[src/rtl/proc.sv]
// -----------------------------------------------------------------------------
// proc : processing element of a systolic ring for matrix-vector products.
//
// Every rising clock edge the PE accumulates a * operand into its accumulator
// and forwards the operand it used to the downstream PE. The first edge after
// reset takes the operand from x_init (ring injection); every later edge takes
// it from x (upstream neighbour).
//
// Build option:
//   PROC_SATURATE_EN  defined   -> accumulator saturates at 2^WIDTH-1 and
//                                  stays there until reset
//                     undefined -> accumulator wraps modulo 2^WIDTH
//
// Ports:
//   clk     in   1      rising-edge clock
//   reset   in   1      asynchronous, active-high reset
//   x       in   WIDTH  operand from upstream PE (2nd edge after reset onward)
//   x_init  in   WIDTH  initial operand (1st edge after reset only)
//   a       in   WIDTH  unsigned coefficient
//   y       out  WIDTH  accumulator value, registered
//   x_out   out  WIDTH  operand used on the last edge, registered
// -----------------------------------------------------------------------------
module proc #(
    parameter int WIDTH = 8
) (
    input  logic             clk,
    input  logic             reset,
    input  logic [WIDTH-1:0] x,
    input  logic [WIDTH-1:0] x_init,
    input  logic [WIDTH-1:0] a,
    output logic [WIDTH-1:0] y,
    output logic [WIDTH-1:0] x_out
);

    logic [WIDTH-1:0]   r_acc;
    logic [WIDTH-1:0]   r_xr;
    logic               r_first;

    logic [WIDTH-1:0]   w_sel;
    logic [2*WIDTH-1:0] w_prod;
    logic [2*WIDTH:0]   w_sum;
    logic [WIDTH-1:0]   w_acc_next;

    // Operand select, full-precision multiply-accumulate and result narrowing.
    always_comb begin
        w_sel      = r_first ? x_init : x;
        w_prod     = a * w_sel;
        // Sum is formed one bit wider than the product so no carry is lost
        // before the overflow decision below.
        w_sum      = {{(WIDTH+1){1'b0}}, r_acc} + {1'b0, w_prod};
        w_acc_next = w_sum[WIDTH-1:0];
`ifdef PROC_SATURATE_EN
        // Any set bit above the result width means the true sum exceeds the
        // largest representable value; clamp. Once clamped, any further
        // non-zero product overflows again, so the value sticks until reset.
        if (|w_sum[2*WIDTH:WIDTH]) begin
            w_acc_next = {WIDTH{1'b1}};
        end else begin
            w_acc_next = w_sum[WIDTH-1:0];
        end
`endif
    end

    // State registers: accumulator, forwarded operand and first-cycle flag.
    always_ff @(posedge clk or posedge reset) begin
        if (reset) begin
            r_acc   <= {WIDTH{1'b0}};
            r_xr    <= {WIDTH{1'b0}};
            r_first <= 1'b1;
        end else begin
            r_acc   <= w_acc_next;
            r_xr    <= w_sel;
            r_first <= 1'b0;
        end
    end

    assign y     = r_acc;
    assign x_out = r_xr;

endmodule

[config.mk]
export PLATFORM = sky130hd
export DESIGN_NAME = proc
export DESIGN_NICKNAME = d
export VERILOG_FILES = /design/src/rtl/proc.sv
export SDC_FILE = /design/constraint.sdc
export NUM_CORES = 1
export LEC_CHECK = 0
export CELL_PAD_IN_SITES_DETAIL_PLACEMENT = 2
export CELL_PAD_IN_SITES_GLOBAL_PLACEMENT = 2
export CORE_MARGIN = 4
export CORE_UTILIZATION = 33
export CTS_CLUSTER_SIZE = 30
export DETAILED_ROUTE_END_ITERATION = 8
export PLACE_DENSITY_LB_ADDON = 0.2
export RECOVER_POWER = 25
export SYNTH_ARGS = -nofsm -noshare
export SYNTH_HDL_FRONTEND = slang
export SYNTH_SLANG_ARGS = --single-unit
[constraint.sdc]
create_clock -name clk -period 11.26 [get_ports clk]
set_clock_uncertainty 0.1 [all_clocks]
set_input_delay 2.252 -clock clk [delete_from_list [all_inputs] [get_ports clk]]
set_output_delay 2.252 -clock clk [all_outputs]
set_load 0.02 [all_outputs]
# Yosys cells after proc, flatten, opt, wreduce, memory -nomap -nowiden
# Index checks and enable logic that the tools add are counted.
# totals
regBits	17
input_bits	26
out_inout_bits	16
elab_cells	6
# classes
add_sub_neg	1
n_mul	1
n_mux	1
# ops
operator	n
$add A8 B8 Y8	1
$mul A8 B8 Y8	1
$mux W8	1

# Longest topological paths before layout
# Gate-level depths: netlist of run 1.
# depth
ltp_word	3
ltp_mapped	16

# Least setup slack after synthesis of run 1
# OpenSTA, ideal clock, no wires.
# synth_path
path_kind	in2reg
start	input x[4]
end	register r_acc[7], in the netlist y[7]
setup_time_ns	0.134
t_arrival_ns	5.680
required_ns	11.026
setup_slack_ns	5.347
path_stages	13
n_path_buf	0
cell_sequence	mux2_4 -> and2_2 -> fa_1 -> fa_1 -> ha_1 -> inv_1 -> fa_1 -> inv_1 -> ha_1 -> a21o_1 -> a21oi_1 -> xnor2_1 -> xnor3_1
# synth_via
elab_chain_cells	3
# synth_lines
item	line_no	text
start, declared	28	input logic [WIDTH-1:0] x,
$mux W8	46	w_sel = r_first ? x_init : x;
$mul A8 B8 Y8	47	w_prod = a * w_sel;
$add A8 B8 Y8	50	w_sum = {{(WIDTH+1){1'b0}}, r_acc} + {1'b0, w_prod};
named net w_sum[7]	41	logic [2*WIDTH:0] w_sum;
end signal, assigned	67	r_acc <= {WIDTH{1'b0}};
end signal, assigned	71	r_acc <= w_acc_next;
end, declared	35	logic [WIDTH-1:0] r_acc;
# The timed path passes the listed nets, and every way through them passes these cells.

# Worst setup path after layout of run 1
# layout_path
start	input x[0]
end	register r_acc[7], in the netlist y[7]
# layout_via
elab_chain_cells	3
# layout_lines
item	line_no	text
$mux W8	46	
named net w_sel[0]	39	logic [WIDTH-1:0] w_sel;
$mul A8 B8 Y8	47	
$add A8 B8 Y8	50	
named net w_sum[7]	41	
# The timed path passes the listed nets, and every way through them passes these cells.

==> reports/metrics.cfg, run 1 <==
[hold_path]
whs_path_depth=1
min_from=y[0]
holdCritPathClass=flip-flop to flip-flop
hold_path_end=y[0]

[floorplanning]
die_area_sq_um=6090
io_pins=42
die_w_microns=78.0
die_height_microns=78.0
coreArea_sq_um=4720
start_util=0.343
fp-row-count=25

[cells_and_area]
layout_common_cells=clkdlybuf4s50_1, inv_1, nand2_1
antenna_cells=0
n_fill_cell=515
final_cell_area_sq_um=2130
final_common_cell=clkdlybuf4s50_1
drive_gt1_frac=0.0404
syn_to_final_growth_pct=31.7
layout.nets=260

[clock_tree]
h-tree-depth=1
clock_tree.buffer_depth=2
ctsRootBufferMaster=clkbuf_8
cts_tree=done
holdBufCountCts=0
clk_latency_ps=240
clock_sinks=17
cts_resized=0
cts_buffers=3
clk_pin_slew_worst_paths_ps=80
cts_setup_buffers=0

[pwr]
p_sw_w=0.000233
p_sw_frac=0.431
internal-power_w=0.000307
comb_power_share=0.734
ir_drop_v=0.000109
static-leakage-power_nw=1.03
seq_power_share=0.179
clkPwrFrac=0.087
powerDensity_nw_per_um2=253

[sta]
finalSetupTns_ps=0
setup_viol=0
hold_violations=0
rsz0062_at_grt=no
fmax_mhz=158
layout_worst_path_cycle_share=0.564
tightestPinTransition_ps=687
final_max_slew_viol_count=0
slew_headroom=0.541
whs_ps=411
final.min_clock_period_ps=6350

[route]
wl_per_cell_microns=16.1
drt_iter0_drc=18
first_pass_iters=3
drtAntennaViolNets=0
via_per_inst=4.46
wl_microns=4260
route.vias.total=1181
post-route-drc-count=0

[yosys]
syn_inst=154
seq_area_frac_synth=0.264
synth_cell_types=18
synth_area_per_cell_sq_um=10.5
yosys_warnings=0
syn_nets=215
yosys_register_bits=17
syn_area_sq_um=1620

[flow_run]
drv_cap=0

[setup_path]
end_kind=flip-flop
r2r-start=r_first
r2r_cells=15
start_kind=primary input
critPathKind=primary input to flip-flop
crit_fanout=9
required_ps=11300
worst_r2r_endpoint=y[7]
rrSetupSlack_ps=6650
arrival_ps=6380

[placed_design]
dpl.hpwl_microns=3740
numPortBuffers=41
postPlaceCellArea_sq_um=2100
place_congestion=0.734

[global_route]
grt_pass1_vias=1494
track_usage=0.161
overflow=0
grt_max_degree=18
grt_first_pass_wirelength_microns=7530
antenna_found_initial=0

[status]
status=complete, no violations

-- per-layer routing --
layer,vias up,share of wire,track usage
met2,30,0.55,0.303
met4,0,0.017,0.0472
met5,-,0,0
li1,542,-,-
met1,605,0.40,0.187
met3,4,0.034,0.0252
-- layout make-up --
class	instances	area [sq um]	share of cell area
clock buffer	4	45.0	0.0211
timing repair buffer	41	410	0.193
tap	67	83.8	0.0393
sequential	17	427	0.200
inverter	35	131	0.0617
multi-input combinational	101	1030	0.485
-- synthesized netlist by cell type, drive strengths merged --
cell type | number | share of area
mux2 | 8 | 0.065
buf | 1 | 0.0070
dfstp | 1 | 0.016
ha | 17 | 0.13
dfrtp | 16 | 0.25
xnor3 | 1 | 0.014
xor2 | 2 | 0.011
inv | 35 | 0.081
and2 | 14 | 0.055
a21o | 2 | 0.0093
xnor2 | 14 | 0.076
nand2 | 22 | 0.056
a21oi | 2 | 0.0062
conb | 1 | 0.0023
fa | 18 | 0.22
-- critical path: stages --
cell and delay, ps:
clkdlybuf4s50_1 450, mux2_1 340, nand2_1 160, fa_1 510
inv_1 40, ha_1 280, ha_1 320, fa_1 560
ha_1 200, inv_1 70, fa_1 400, inv_1 80
a21o_1 100, a21oi_1 70, xnor2_1 150, xnor3_1 390
-- cell families (layout without fill, tap and decap cells) --
kind of cell / after synthesis / in the layout / share of synthesized area
AO/OA/AOI/OAI: 4 / 4 / 0.0155
XOR/XNOR: 17 / 17 / 0.101
adder cells (fa/ha/maj): 35 / 35 / 0.354
buffers and inverters: 36 / 80 / 0.0882
flip-flops: 17 / 17 / 0.264
multiplexers: 8 / 8 / 0.0650
other: 1 / 1 / 0.00232
AND/OR/NAND/NOR: 36 / 36 / 0.111
-- flip-flops by register name, indices dropped and copies added (netlist names) --
signal	flops
y	8
r_first	1
x_out	8
-- worst max-delay path by stage --
stage	startpoint	cells after the start	end	slack, ps
floorplan	x[4]	13	y[7]	5350
global placement	x[4]	14	y[7]	4850
detailed placement	x[1]	14	y[7]	4770
CTS	x_init[1]	14	y[7]	5030
global route	x_init[0]	16	y[7]	4700
finish	x[0]	16	y[7]	4910
-- power groups by stage --
| stage | Clock (W) | Sequential [W] | Combinational, W |
|---|---|---|---|
| floorplan | 0 | 0.000117 | 0.000266 |
| global placement | 0 | 0.0000970 | 0.000381 |
| detailed placement | 0 | 0.0000989 | 0.000410 |
| CTS | 0.0000488 | 0.0000979 | 0.000414 |
| global route | 0.0000532 | 0.000100 | 0.000455 |
| finish | 0.0000470 | 0.0000965 | 0.000397 |
-- per-stage QoR --
stage,std cells,worst slack [ps],util,total power [W]
5_1_grt,265,4700,0.451,0.000609
6_report,265,4910,0.451,0.000540
3_3_place_gp,261,4850,0.445,0.000478
2_1_floorplan,154,5350,-,0.000383
4_1_cts,265,5030,0.454,0.000560
3_5_place_dp,261,4770,0.445,0.000509
(Power assumes the default switching activity.)
==> inputs of run 2 (changes only) <==
CORE_UTILIZATION = 27   (was 33)
clock period = 5.4 ns   (was 11.26 ns; I/O delays follow)
==> reports/metrics.cfg, run 2 (synthesis results as in run 1) <==
[sta]
slew_headroom=0.541  ; about the same
tightestPinTransition_ps=688  ; was 687 ps
final.min_clock_period_ps=5130
finalSetupTns_ps=0  ; unchanged
final_max_slew_viol_count=0  ; unchanged
layout_worst_path_cycle_share=0.950
whs_ps=413  ; was 411 ps
fmax_mhz=195
setup_viol=0  ; unchanged
rsz0062_at_grt=no  ; unchanged
hold_violations=0  ; unchanged

[setup_path]
r2r_cells=13  ; was 15
start_kind=primary input  ; unchanged
arrival_ps=5170  ; was 6380 ps
slowest_stage=fa_1  ; unchanged
end_kind=flip-flop  ; unchanged
crit_top_cell=fa_1
required_ps=5440  ; was 11300 ps
slowest_delay_ps=540  ; was 560 ps
crit_fanout=7  ; was 9
path_cells=clkdlybuf4s50_1 > mux2_1 > and2_1 > fa_1 > fa_1 > ha_1 > inv_1 > fa_1 > inv_1 > ha_1 > a21o_1 > a21oi_1 > xnor2_1 > xnor3_1  ; was clkdlybuf4s50_1 > mux2_1 > nand2_1 > fa_1 > inv_1 > ha_1 > ha_1 > fa_1 > ha_1 > inv_1 > fa_1 > inv_1 > a21o_1 > a21oi_1 > xnor2_1 > xnor3_1
critPathKind=primary input to flip-flop  ; unchanged

[placed_design]
postPlaceCellArea_sq_um=2120  ; was 2100 sq um
numPortBuffers=41  ; unchanged
dpl.hpwl_microns=3790  ; was 3740 microns
dp.cells=268  ; was 261
place_congestion=0.757  ; was 0.734

[pwr]
ir_drop_v=0.000191  ; was 0.000109 V
finalPower_w=0.00113  ; was 0.000540 W
powerDensity_nw_per_um2=520  ; was 253 nW/um^2
static-leakage-power_nw=1.05  ; was 1.03 nW

[clock_tree]
cts_buffers=3  ; unchanged
h-tree-depth=1  ; unchanged
cts_resized=0  ; unchanged
clock_tree.buffer_depth=2  ; unchanged
clk_pin_slew_worst_paths_ps=80  ; about the same
cts_tree=done  ; unchanged
clock_sinks=17  ; unchanged
cts_setup_buffers=0  ; unchanged
holdBufCountCts=0  ; unchanged
clk_latency_ps=260  ; was 240 ps
ctsRootBufferMaster=clkbuf_8  ; unchanged

[route]
drtAntennaViolNets=0  ; unchanged
first_pass_iters=3  ; unchanged
drt_iter0_drc=23  ; was 18
route.vias.total=1162  ; was 1181
post-route-drc-count=0  ; unchanged
via_per_inst=4.27  ; was 4.46
wl_microns=4350  ; was 4260 microns
wl_per_cell_microns=16.0  ; was 16.1 microns

[cells_and_area]
final_cell_area_sq_um=2160  ; was 2130 sq um
multiInputGateArea_sq_um=1040  ; was 1030 sq um
syn_to_final_growth_pct=33.7  ; was 31.7%
final_cells=272  ; was 265
drive_gt1_frac=0.0700  ; was 0.0404
layout_common_cells=clkdlybuf4s50_1, inv_1, nand2_1  ; unchanged
antenna_cells=0  ; unchanged
final_common_cell=clkdlybuf4s50_1  ; unchanged
register_area_sq_um=427  ; unchanged
layout.nets=262  ; was 260
n_fill_cell=602  ; was 515

[global_route]
grt_first_pass_wirelength_microns=7460  ; was 7530 microns
track_usage=0.133  ; was 0.161
grt_pass1_vias=1387  ; was 1494
grt_max_degree=18  ; unchanged
antenna_found_initial=0  ; unchanged
overflow=0  ; unchanged

[hold_path]
whs_path_depth=1  ; unchanged
holdCritPathClass=flip-flop to flip-flop  ; unchanged

[floorplanning]
start_util=0.287  ; was 0.343
coreArea_sq_um=5640  ; was 4720 sq um
die_area_sq_um=7290  ; was 6090 sq um
die_w_microns=85.4  ; was 78.0 microns
die_height_microns=85.4  ; was 78.0 microns
io_pins=42  ; unchanged
fp-row-count=27  ; was 25

[flow_run]
drv_cap=0  ; unchanged

[status]
status=complete, no violations  ; unchanged

-- run 2: final timing paths --
path	from	to	slack, ps
setup / recovery	x_init[2]	y[7]	270
hold / removal	y[0]	y[0]	410
setup reg to reg	r_first	y[7]	780
hold reg to reg	y[0]	y[0]	410
max in group asynchronous	reset	x_out[1]	3490
min in group asynchronous	reset	x_out[0]	1270
-- run 2: power by group --
group | internal [W] | switching, W | total, W
clock | 0.0000525 | 0.0000478 | 0.000100
sequential | 0.000177 | 0.0000229 | 0.000199
combinational | 0.000413 | 0.000413 | 0.000826
-- run 2: cell type report --
class / instances / share of cell area
Timing Repair Buffer: 43 / 0.197
Multi-Input combinational cell: 101 / 0.483
Clock buffer: 4 / 0.0208
Sequential cell: 17 / 0.197
Tap cell: 72 / 0.0416
Inverter: 35 / 0.0607
-- run 2: critical path, delay by kind of cell --
kind,cells,cell delay [ps]
xor+xnor,2,550
buf+inv,3,490
simple gates,1,230
fa+ha+maj,5,2060
compound gates,2,350
mux,1,410
-- run 2: through the flow --
| step | worst slack [ps] | util |
|---|---|---|
| global route | 110 | 0.383 |
| detailed placement | 25.7 | 0.376 |
| CTS | 307 | 0.384 |
| finish | 267 | 0.383 |
| floorplan | 659 | - |
| global placement | 152 | 0.376 |
-- run 2: layer usage --
layer / global-route usage / vias to the layer above / share of wire
li1: - / 547 / -
met1: 0.158 / 580 / 0.41
met2: 0.242 / 31 / 0.53
met3: 0.0340 / 4 / 0.044
met4: 0.0259 / 0 / 0.0092
met5: 0 / - / 0
==> inputs of run 3 (changes only) <==
CORE_MARGIN = 2   (was 4)
CORE_UTILIZATION = 30   (was 27)
CTS_CLUSTER_SIZE = 10   (was 30)
clock period = 5.3 ns   (was 5.4 ns; I/O delays follow)
==> reports/metrics.cfg, run 3 (synthesis results as in run 1) <==
[cells_and_area]
multiInputGateArea_sq_um=1040  ; unchanged
final_cells=271  ; was 272
layout_common_cells=clkdlybuf4s50_1, inv_1, nand2_1  ; unchanged
syn_to_final_growth_pct=34.0  ; was 33.7%
drive_gt1_frac=0.0796  ; was 0.0700
layout.nets=263  ; was 262
antenna_cells=0  ; unchanged
utilization=0.422  ; was 0.383
final_common_cell=clkdlybuf4s50_1  ; unchanged
n_fill_cell=581  ; was 602
register_area_sq_um=427  ; unchanged

[global_route]
grt_pass1_vias=1472  ; was 1387
grt_first_pass_wirelength_microns=7560  ; was 7460 microns
grt_max_degree=18  ; unchanged
overflow=0  ; unchanged
track_usage=0.167  ; was 0.133
antenna_found_initial=0  ; unchanged

[clock_tree]
cts_buffers=3  ; unchanged
clk_latency_ps=260  ; about the same
h-tree-depth=1  ; unchanged
clock_sinks=17  ; unchanged
cts_setup_buffers=0  ; unchanged
holdBufCountCts=0  ; unchanged
cts_resized=0  ; unchanged
clock_tree.buffer_depth=2  ; unchanged
clk_pin_slew_worst_paths_ps=80  ; about the same
ctsRootBufferMaster=clkbuf_8  ; unchanged
cts_tree=done  ; unchanged

[route]
drtAntennaViolNets=0  ; unchanged
wl_microns=4430  ; was 4350 microns
first_pass_iters=4  ; was 3
route.vias.total=1186  ; was 1162
drt_iter0_drc=12  ; was 23
post-route-drc-count=0  ; unchanged
wl_per_cell_microns=16.3  ; was 16.0 microns
via_per_inst=4.38  ; was 4.27

[setup_path]
crit_fanout=8  ; was 7
arrival_ps=5130  ; was 5170 ps
required_ps=5340  ; was 5440 ps
start_kind=primary input  ; unchanged
end_kind=flip-flop  ; unchanged
critPathKind=primary input to flip-flop  ; unchanged
r2r_cells=13  ; unchanged

[sta]
final.min_clock_period_ps=5090
layout_worst_path_cycle_share=0.960
fmax_mhz=197
final_max_slew_viol_count=0  ; unchanged
setup_viol=0  ; unchanged
slew_headroom=0.508  ; was 0.541
tightestPinTransition_ps=737  ; was 688 ps
rsz0062_at_grt=no  ; unchanged
finalSetupTns_ps=0  ; unchanged
hold_violations=0  ; unchanged

[floorplanning]
die_height_microns=77.4  ; was 85.4 microns
fp-row-count=26  ; was 27
die_w_microns=77.4  ; was 85.4 microns
start_util=0.315  ; was 0.287
die_area_sq_um=6000  ; was 7290 sq um
coreArea_sq_um=5140  ; was 5640 sq um
io_pins=42  ; unchanged

[placed_design]
dpl.hpwl_microns=3860  ; was 3790 microns
place_congestion=0.760  ; was 0.757
dp.cells=267  ; was 268
numPortBuffers=41  ; unchanged

[pwr]
finalPower_w=0.00118  ; was 0.00113 W
ir_drop_v=0.000309  ; was 0.000191 V
static-leakage-power_nw=1.05  ; about the same
powerDensity_nw_per_um2=545  ; was 520 nW/um^2

[hold_path]
holdCritPathClass=flip-flop to flip-flop  ; unchanged
whs_path_depth=1  ; unchanged

[status]
status=complete, no violations  ; unchanged

[flow_run]
drv_cap=0  ; unchanged

-- run 3: cell types whose count changed in the layout (fill, tap and decap cells not counted) --
cell	previous run	this run
dlygate4sd3_1	2	1
clkdlybuf4s50_1	39	40
mux2_1	4	3
buf_4	2	3
mux2_2	1	2
-- run 3: path summary, 6_finish.rpt --
path / startpoint / endpoint / slack (ps)
max in group asynchronous: reset / y[4] / 3360
min: y[0] / y[0] / 420
max: x[1] / y[7] / 210
min in group asynchronous: reset / x_out[7] / 1260
min reg2reg: y[0] / y[0] / 420
max reg2reg: r_first / y[7] / 720
-- run 3: through the flow --
| stage | hold slack, ps | instance area, sq um | setup slack (ps) |
|---|---|---|---|
| after floorplan | 525 | 1620 | 579 |
| after global placement | 391 | 2130 | 31.4 |
| after detailed placement | 418 | 2130 | -81.8 |
| after CTS | 435 | 2170 | 184 |
| after global routing | 467 | 2170 | 5.31 |
| final | 423 | 2170 | 211 |
-- run 3: report_power, final --
part           switching (W)  internal, W  total, W  leakage (nW)
logic               0.000435     0.000441  0.000876         0.833
registers          0.0000234     0.000180  0.000203         0.197
clock network      0.0000500    0.0000535  0.000104        0.0228
-- run 3: area by class of cell --
type / instances / share of cell area
Clock buffer: 4 / 0.0208
Multi-Input combinational cell: 101 / 0.482
Timing Repair Buffer: 44 / 0.200
Tap cell: 70 / 0.0404
Inverter: 35 / 0.0606
Sequential cell: 17 / 0.197
-- run 3: metal layers --
metal / GRT usage / vias to the layer above / share of wire / routed length, microns
met2: 0.319 / 29 / 0.56 / 2470
met1: 0.191 / 602 / 0.40 / 1760
met3: 0.0209 / 7 / 0.029 / 128
met4: 0.0536 / 0 / 0.015 / 68
li1: - / 548 / - / -
met5: 0 / - / 0 / 0
-- run 3: critical path: stages --
cell and delay [ps]:
clkdlybuf4s50_1 470, mux2_4 210, nand2_1 100, fa_1 540, inv_1 50, ha_1 300
ha_1 320, fa_1 540, ha_1 200, inv_1 70, fa_1 400, inv_1 70
a21o_1 120, a21oi_1 80, xnor2_1 190, xnor3_1 400
